`config.mk`:
```
export PLATFORM = sky130hd
export DESIGN_NAME = ad9363_rx_packer
export DESIGN_NICKNAME = d
export VERILOG_FILES = /design/src/rtl/ad9363_rx_pkg.sv /design/src/rtl/ad9363_sync_fifo.sv /design/src/rtl/ad9363_rx_packer.sv
export SDC_FILE = /design/constraint.sdc
export NUM_CORES = 1
export LEC_CHECK = 0
export CAP_MARGIN = 20
export CORE_MARGIN = 2
export CORE_UTILIZATION = 58
export CTS_BUF_LIST = sky130_fd_sc_hd__clkbuf_8
export DETAILED_ROUTE_END_ITERATION = 6
export PLACE_DENSITY = 0.79
export SYNTH_ARGS = -nofsm -noshare
export SYNTH_HDL_FRONTEND = slang
export SYNTH_HIERARCHICAL = 1
export SYNTH_SLANG_ARGS = --single-unit
```
`constraint.sdc`:
```
create_clock -name clk -period 5.61 [get_ports clk]
set_clock_uncertainty 0.15 [all_clocks]
set_input_delay 1.122 -clock clk [delete_from_list [all_inputs] [get_ports clk]]
set_output_delay 1.122 -clock clk [all_outputs]
set_load 0.01 [all_outputs]
```
`src/rtl/ad9363_rx_pkg.sv`:
```
// ad9363_rx_pkg: shared FSM state type, FIFO sizing constant and I/Q sign-extend/pack helpers
package ad9363_rx_pkg;

    typedef enum logic [1:0] {IDLE, RUN, DRAIN} state_t;

    localparam int FIFO_DEPTH_DEF = 16;
    localparam int PTR_W          = $clog2(FIFO_DEPTH_DEF);

    // sign-extend a w-bit two's complement value held zero-extended in 16 bits
    function automatic logic [15:0] sext16(input logic [15:0] x, input int w);
        return x[4'(w - 1)] ? (x | (16'hFFFF << w)) : x;
    endfunction

    function automatic logic [31:0] pack_iq(input logic [15:0] i, input logic [15:0] q, input int w);
        return {sext16(q, w), sext16(i, w)};
    endfunction

endpackage

```
`src/rtl/ad9363_sync_fifo.sv`:
```
// ad9363_sync_fifo: single-clock FIFO whose head lives in a registered output stage; the output register counts toward DEPTH
module ad9363_sync_fifo #(
    parameter int W     = 33,
    parameter int DEPTH = 16
) (
    input  logic         clk,
    input  logic         rst_n,
    input  logic         wr_i,
    input  logic [W-1:0] wr_data_i,
    input  logic         rd_i,
    output logic [W-1:0] rd_data_o,
    output logic         rd_valid_o,
    output logic         full_o,
    output logic         empty_o,
    output logic         free2_o
);

    localparam int AW = $clog2(DEPTH);

    logic [W-1:0]  mem_q [DEPTH];
    logic [AW-1:0] wp_q, rp_q;
    logic [AW:0]   cnt_q, avail;
    logic [W-1:0]  dout_q;
    logic          vld_q, pop, load, from_mem, mem_wr;

    // flags reflect occupancy after this cycle's read, so a full FIFO being read still takes a write
    always_comb begin
        pop      = vld_q && rd_i;
        load     = !vld_q || rd_i;
        from_mem = cnt_q != (AW+1)'(vld_q);
        mem_wr   = wr_i && !(load && !from_mem);
        avail    = cnt_q - (AW+1)'(pop);
    end

    assign full_o     = avail == (AW+1)'(DEPTH);
    assign free2_o    = avail <= (AW+1)'(DEPTH - 2);
    assign empty_o    = cnt_q == '0;
    assign rd_data_o  = dout_q;
    assign rd_valid_o = vld_q;

    // storage array; writes bypass it when the output stage is free and the array is empty
    always_ff @(posedge clk) begin
        if (mem_wr) mem_q[wp_q] <= wr_data_i;
    end

    // pointers, occupancy and the registered output stage
    always_ff @(posedge clk or negedge rst_n) begin
        if (!rst_n) begin
            wp_q   <= '0;
            rp_q   <= '0;
            cnt_q  <= '0;
            vld_q  <= 1'b0;
            dout_q <= '0;
        end else begin
            cnt_q <= cnt_q + (AW+1)'(wr_i) - (AW+1)'(pop);
            wp_q  <= wp_q + AW'(mem_wr);
            rp_q  <= rp_q + AW'(load && from_mem);
            if (load) vld_q <= from_mem || wr_i;
            if (load && (from_mem || wr_i)) dout_q <= from_mem ? mem_q[rp_q] : wr_data_i;
        end
    end

endmodule

```
`src/rtl/ad9363_rx_packer.sv`:
```
// ad9363_rx_packer: packs AD9363 I/Q pairs into 32-bit words and streams fixed-length AXI-Stream packets
// Define AD9363_RX_TIMESTAMP_EN to prefix every packet with a 32-bit sample-count header word.
module ad9363_rx_packer
    import ad9363_rx_pkg::*;
#(
    parameter int DATA_W     = 12,
    parameter int PKT_LEN    = 256,
    parameter int FIFO_DEPTH = 1 << PTR_W
) (
    input  logic              clk,
    input  logic              rst_n,
    input  logic              enable,
    input  logic              clear,
    input  logic [DATA_W-1:0] s_i_data,
    input  logic [DATA_W-1:0] s_q_data,
    input  logic              s_valid,
    output logic [31:0]       m_axis_tdata,
    output logic              m_axis_tvalid,
    input  logic              m_axis_tready,
    output logic              m_axis_tlast,
    output logic              overflow,
    output logic [15:0]       drop_cnt
);

    state_t      state_q;
    logic [15:0] cnt_q, cnt_d, drop_q;
    logic        ovf_q;
    logic        smp, acc, drop, pad, wr, pay, last, idle_ok;
    logic        full, empty;
    logic [31:0] word;
    logic [32:0] wdata, rdata;

    assign word = pack_iq(16'(s_i_data), 16'(s_q_data), DATA_W);

`ifdef AD9363_RX_TIMESTAMP_EN
    logic [31:0] ts_q, hold_data_q;
    logic        hold_q, free2, start, hdr;

    // a packet-start sample first writes the header, then its payload from the hold register next cycle
    always_comb begin
        smp     = s_valid && state_q == RUN;
        last    = cnt_q == 16'(PKT_LEN - 1);
        start   = cnt_q == '0 && !hold_q;
        hdr     = smp && start && free2;
        acc     = smp && !start && !full;
        drop    = smp && (start ? !free2 : full);
        pad     = state_q == DRAIN && !hold_q && cnt_q != '0 && !full;
        pay     = hold_q || acc || pad;
        wr      = hdr || pay;
        wdata   = hdr ? {1'b0, ts_q} : {last, hold_q ? hold_data_q : acc ? word : 32'h0};
        idle_ok = cnt_q == '0 && !hold_q && empty && !wr;
    end

    // free-running sample counter and one-deep hold for the sample behind a header
    always_ff @(posedge clk or negedge rst_n) begin
        if (!rst_n) begin
            ts_q        <= '0;
            hold_q      <= 1'b0;
            hold_data_q <= '0;
        end else begin
            ts_q        <= ts_q + 32'(smp);
            hold_q      <= hdr;
            hold_data_q <= hdr ? word : hold_data_q;
        end
    end
`else
    // accept a sample while running, or pad with zeros while draining a partial packet
    always_comb begin
        smp     = s_valid && state_q == RUN;
        last    = cnt_q == 16'(PKT_LEN - 1);
        acc     = smp && !full;
        drop    = smp && full;
        pad     = state_q == DRAIN && cnt_q != '0 && !full;
        pay     = acc || pad;
        wr      = pay;
        wdata   = {last, acc ? word : 32'h0};
        idle_ok = cnt_q == '0 && empty && !wr;
    end
`endif

    // write-side payload index; tlast is tagged onto the word as it enters the FIFO
    assign cnt_d = pay ? (last ? '0 : cnt_q + 16'd1) : cnt_q;

    ad9363_sync_fifo #(.W(33), .DEPTH(FIFO_DEPTH)) u_fifo (
        .clk       (clk),
        .rst_n     (rst_n),
        .wr_i      (wr),
        .wr_data_i (wdata),
        .rd_i      (m_axis_tready),
        .rd_data_o (rdata),
        .rd_valid_o(m_axis_tvalid),
        .full_o    (full),
        .empty_o   (empty),
`ifdef AD9363_RX_TIMESTAMP_EN
        .free2_o   (free2)
`else
        .free2_o   ()
`endif
    );

    assign m_axis_tdata = rdata[31:0];
    assign m_axis_tlast = rdata[32];
    assign overflow     = ovf_q;
    assign drop_cnt     = drop_q;

    // capture FSM: a started packet is always completed before returning to IDLE
    always_ff @(posedge clk or negedge rst_n) begin
        if (!rst_n) state_q <= IDLE;
        else begin
            unique case (state_q)
                IDLE:    if (enable) state_q <= RUN;
                RUN:     if (!enable) state_q <= idle_ok ? IDLE : DRAIN;
                default: if (idle_ok) state_q <= IDLE;
            endcase
        end
    end

    // payload counter plus sticky overflow and saturating drop count; clear wins over a same-cycle drop
    always_ff @(posedge clk or negedge rst_n) begin
        if (!rst_n) begin
            cnt_q  <= '0;
            ovf_q  <= 1'b0;
            drop_q <= '0;
        end else begin
            cnt_q  <= cnt_d;
            ovf_q  <= clear ? 1'b0 : (ovf_q || drop);
            drop_q <= clear ? '0 : (drop && drop_q != 16'hFFFF) ? drop_q + 16'd1 : drop_q;
        end
    end

endmodule

```
==> impl_metrics.env <==
export IMPL_final_cell_mix="edfxtp_1 (528), conb_1 (136), mux4_2 (115), clkbuf_8 (114), clkdlybuf4s50_1 (79)"
export IMPL_rows=75
export IMPL_syn_inst=1317
export IMPL_irDropWorstVdd_uv=287
export IMPL_grt_overflow=0
export IMPL_insertion_delay_ns=0.68
export IMPL_slowest_delay_ns=0.61
export IMPL_start_kind="primary input"
export IMPL_area_delta_synth_final_pct=17.2
export IMPL_cts_htree_levels=3
export IMPL_met2_usage=0.387
export IMPL_hold_ws_ns=0.335
export IMPL_die_h_um=210
export IMPL_vias_per_cell=5.97
export IMPL_pre_cts_slack_ns=0.393
export IMPL_start_util=0.587
export IMPL_cts_tree="built"
export IMPL_maxCapViolCount=0
export IMPL_critical_path_class="primary input to flip-flop"
export IMPL_gp_congestion=0.816
export IMPL_io_pins=81
export IMPL_cts_buffer_depth=3
export IMPL_crit_chain="clkdlybuf4s50_1 > nand2_1 > inv_1 > ha_1 > ha_1 > o21ai_0 > xor2_1 > nor3_1 > nor3b_1 > a21oi_4 > inv_2 > o31a_1 > or3b_2 > nor2_4 > buf_4"
export IMPL_cp_required_ns=5.79
export IMPL_max_slew_margin=0.255
export IMPL_fp_dieW_um=210
export IMPL_dieArea_mm2=0.0441
export IMPL_cp_num_buf_inv=4
export IMPL_path_clk_slew_ns=0.06
export IMPL_fmax_mhz=219
export IMPL_path_delay_family="simple AND/OR/NAND/NOR gates"
export IMPL_cts_hold_buf=0
export IMPL_diodes=0
export IMPL_route_antenna_remaining_nets=0
export IMPL_top_usage_layer="met2"
export IMPL_drt_first_pass_iters=5
export IMPL_slew_violations=0
export IMPL_met1_usage=0.350
export IMPL_critPathArrivalTime_ns=4.75
export IMPL_port_buffers=80
export IMPL_finalNetCount=1672
export IMPL_worst_slack_ns=1.04
export IMPL_period_share=0.815
export IMPL_vias=13400
export IMPL_worstPathMaxFanout=21
export IMPL_first_iter_violations=1514
export IMPL_hpwl_mm=32.3
export IMPL_layout_commonest_cell="edfxtp_1"
export IMPL_wl_per_cell_um=23.2
export IMPL_cp_num_cells=15
export IMPL_cp_common_cell="ha_1"
export IMPL_power_density_mw_per_mm2=492
export IMPL_worst_slew_pin_slew_ns=1.12
export IMPL_final_setup_tns_ns=0
export IMPL_rsz0062_at_grt="false"
export IMPL_fin_crit_ns=4.57
export IMPL_drive_gt1_frac=0.208
export IMPL_cts_resized=0
export IMPL_synth_area_mm2=0.0246
export IMPL_outcome="finished, final reports clean"
export IMPL_postCtsSetupBuffers=0
export IMPL_grt_pass1_vias=13800
export IMPL_cp_slowest_cell="or3b_2"
export IMPL_r2r_cells=14
export IMPL_fillers=2633
export IMPL_grt_pass1_wl_mm=80.4
export IMPL_use_met3=0.0527
export IMPL_yosysWarnings=6
export IMPL_drt_total_wl_mm=52.2
export IMPL_worstHoldPathCells=1
export IMPL_critPathCaptureType="flip-flop"
export IMPL_grt_max_degree=53
export IMPL_antenna_found_initial=3
export IMPL_p_leak_nw=10.1
export IMPL_final_hold_viol_count=0
export IMPL_hp_class="flip-flop to flip-flop"
export IMPL_cts_buffers=97
export IMPL_route_detailed_drc=0
export IMPL_cts_num_sinks=610
export IMPL_grt_util_all_layers=0.245
export IMPL_synth_avg_cell_area_um2=18.7
export IMPL_cts_root_buf="clkbuf_8"
export IMPL_coreArea_mm2=0.0419
export IMPL_setup_viol=0
-- power breakdown --
| part | internal (mW) | leakage, nW | switching, mW |
|---|---|---|---|
| combinational | 1.93 | 3.25 | 2.24 |
| clock | 1.95 | 1.09 | 1.71 |
| sequential | 5.75 | 5.77 | 0.613 |
-- per-stage QoR --
step	utilization	power [mW]	cells	instance area, um^2
after floorplan	-	9.14	1452	25200
after global placement	0.642	10.5	2064	26900
after detailed placement	0.642	10.6	2064	26900
after CTS	0.688	14.3	2244	28800
after global routing	0.688	14.8	2244	28800
final	0.688	14.2	2244	28800
-- final timing paths --
kind,slack [ns],to,start
max in group asynchronous,3.99,u_fifo/rd_data_o[9],rst_n
worst max register to register,1.48,u_fifo/mem_q[8][23],u_fifo/rd_valid_o
min in group asynchronous,0.35,drop_cnt[10],rst_n
worst min register to register,0.33,cnt_q[10],cnt_q[10]
worst max-delay path,1.04,u_fifo/mem_q[8][23],m_axis_tready
worst min-delay path,0.33,cnt_q[10],cnt_q[10]
-- registers in the layout, indices dropped and copies added, names as in the netlist --
register	flops
u_fifo/mem_q	528
drop_cnt	16
u_fifo/rp_q	4
u_fifo/rd_data_o	33
u_fifo/cnt_q	5
state_q	2
overflow	1
u_fifo/rd_valid_o	1
cnt_q	16
u_fifo/wp_q	4
-- layout make-up --
cell class	count	area [um^2]	area share
sequential	610	17900	0.621
multi-input combinational	750	6890	0.239
clock buffer	114	1570	0.0544
timing repair buffer	147	1360	0.0473
tap	539	674	0.0234
clock inverter	66	365	0.0127
inverter	18	67.6	0.00234
-- per-layer routing --
| metal | wire, um | vias up |
|---|---|---|
| met2 | 25100 | 577 |
| li1 | - | 5874 |
| met5 | 0 | - |
| met4 | 990 | 0 |
| met1 | 22000 | 6875 |
| met3 | 4070 | 77 |
No activity file was read; power rests on OpenSTA's default activity.
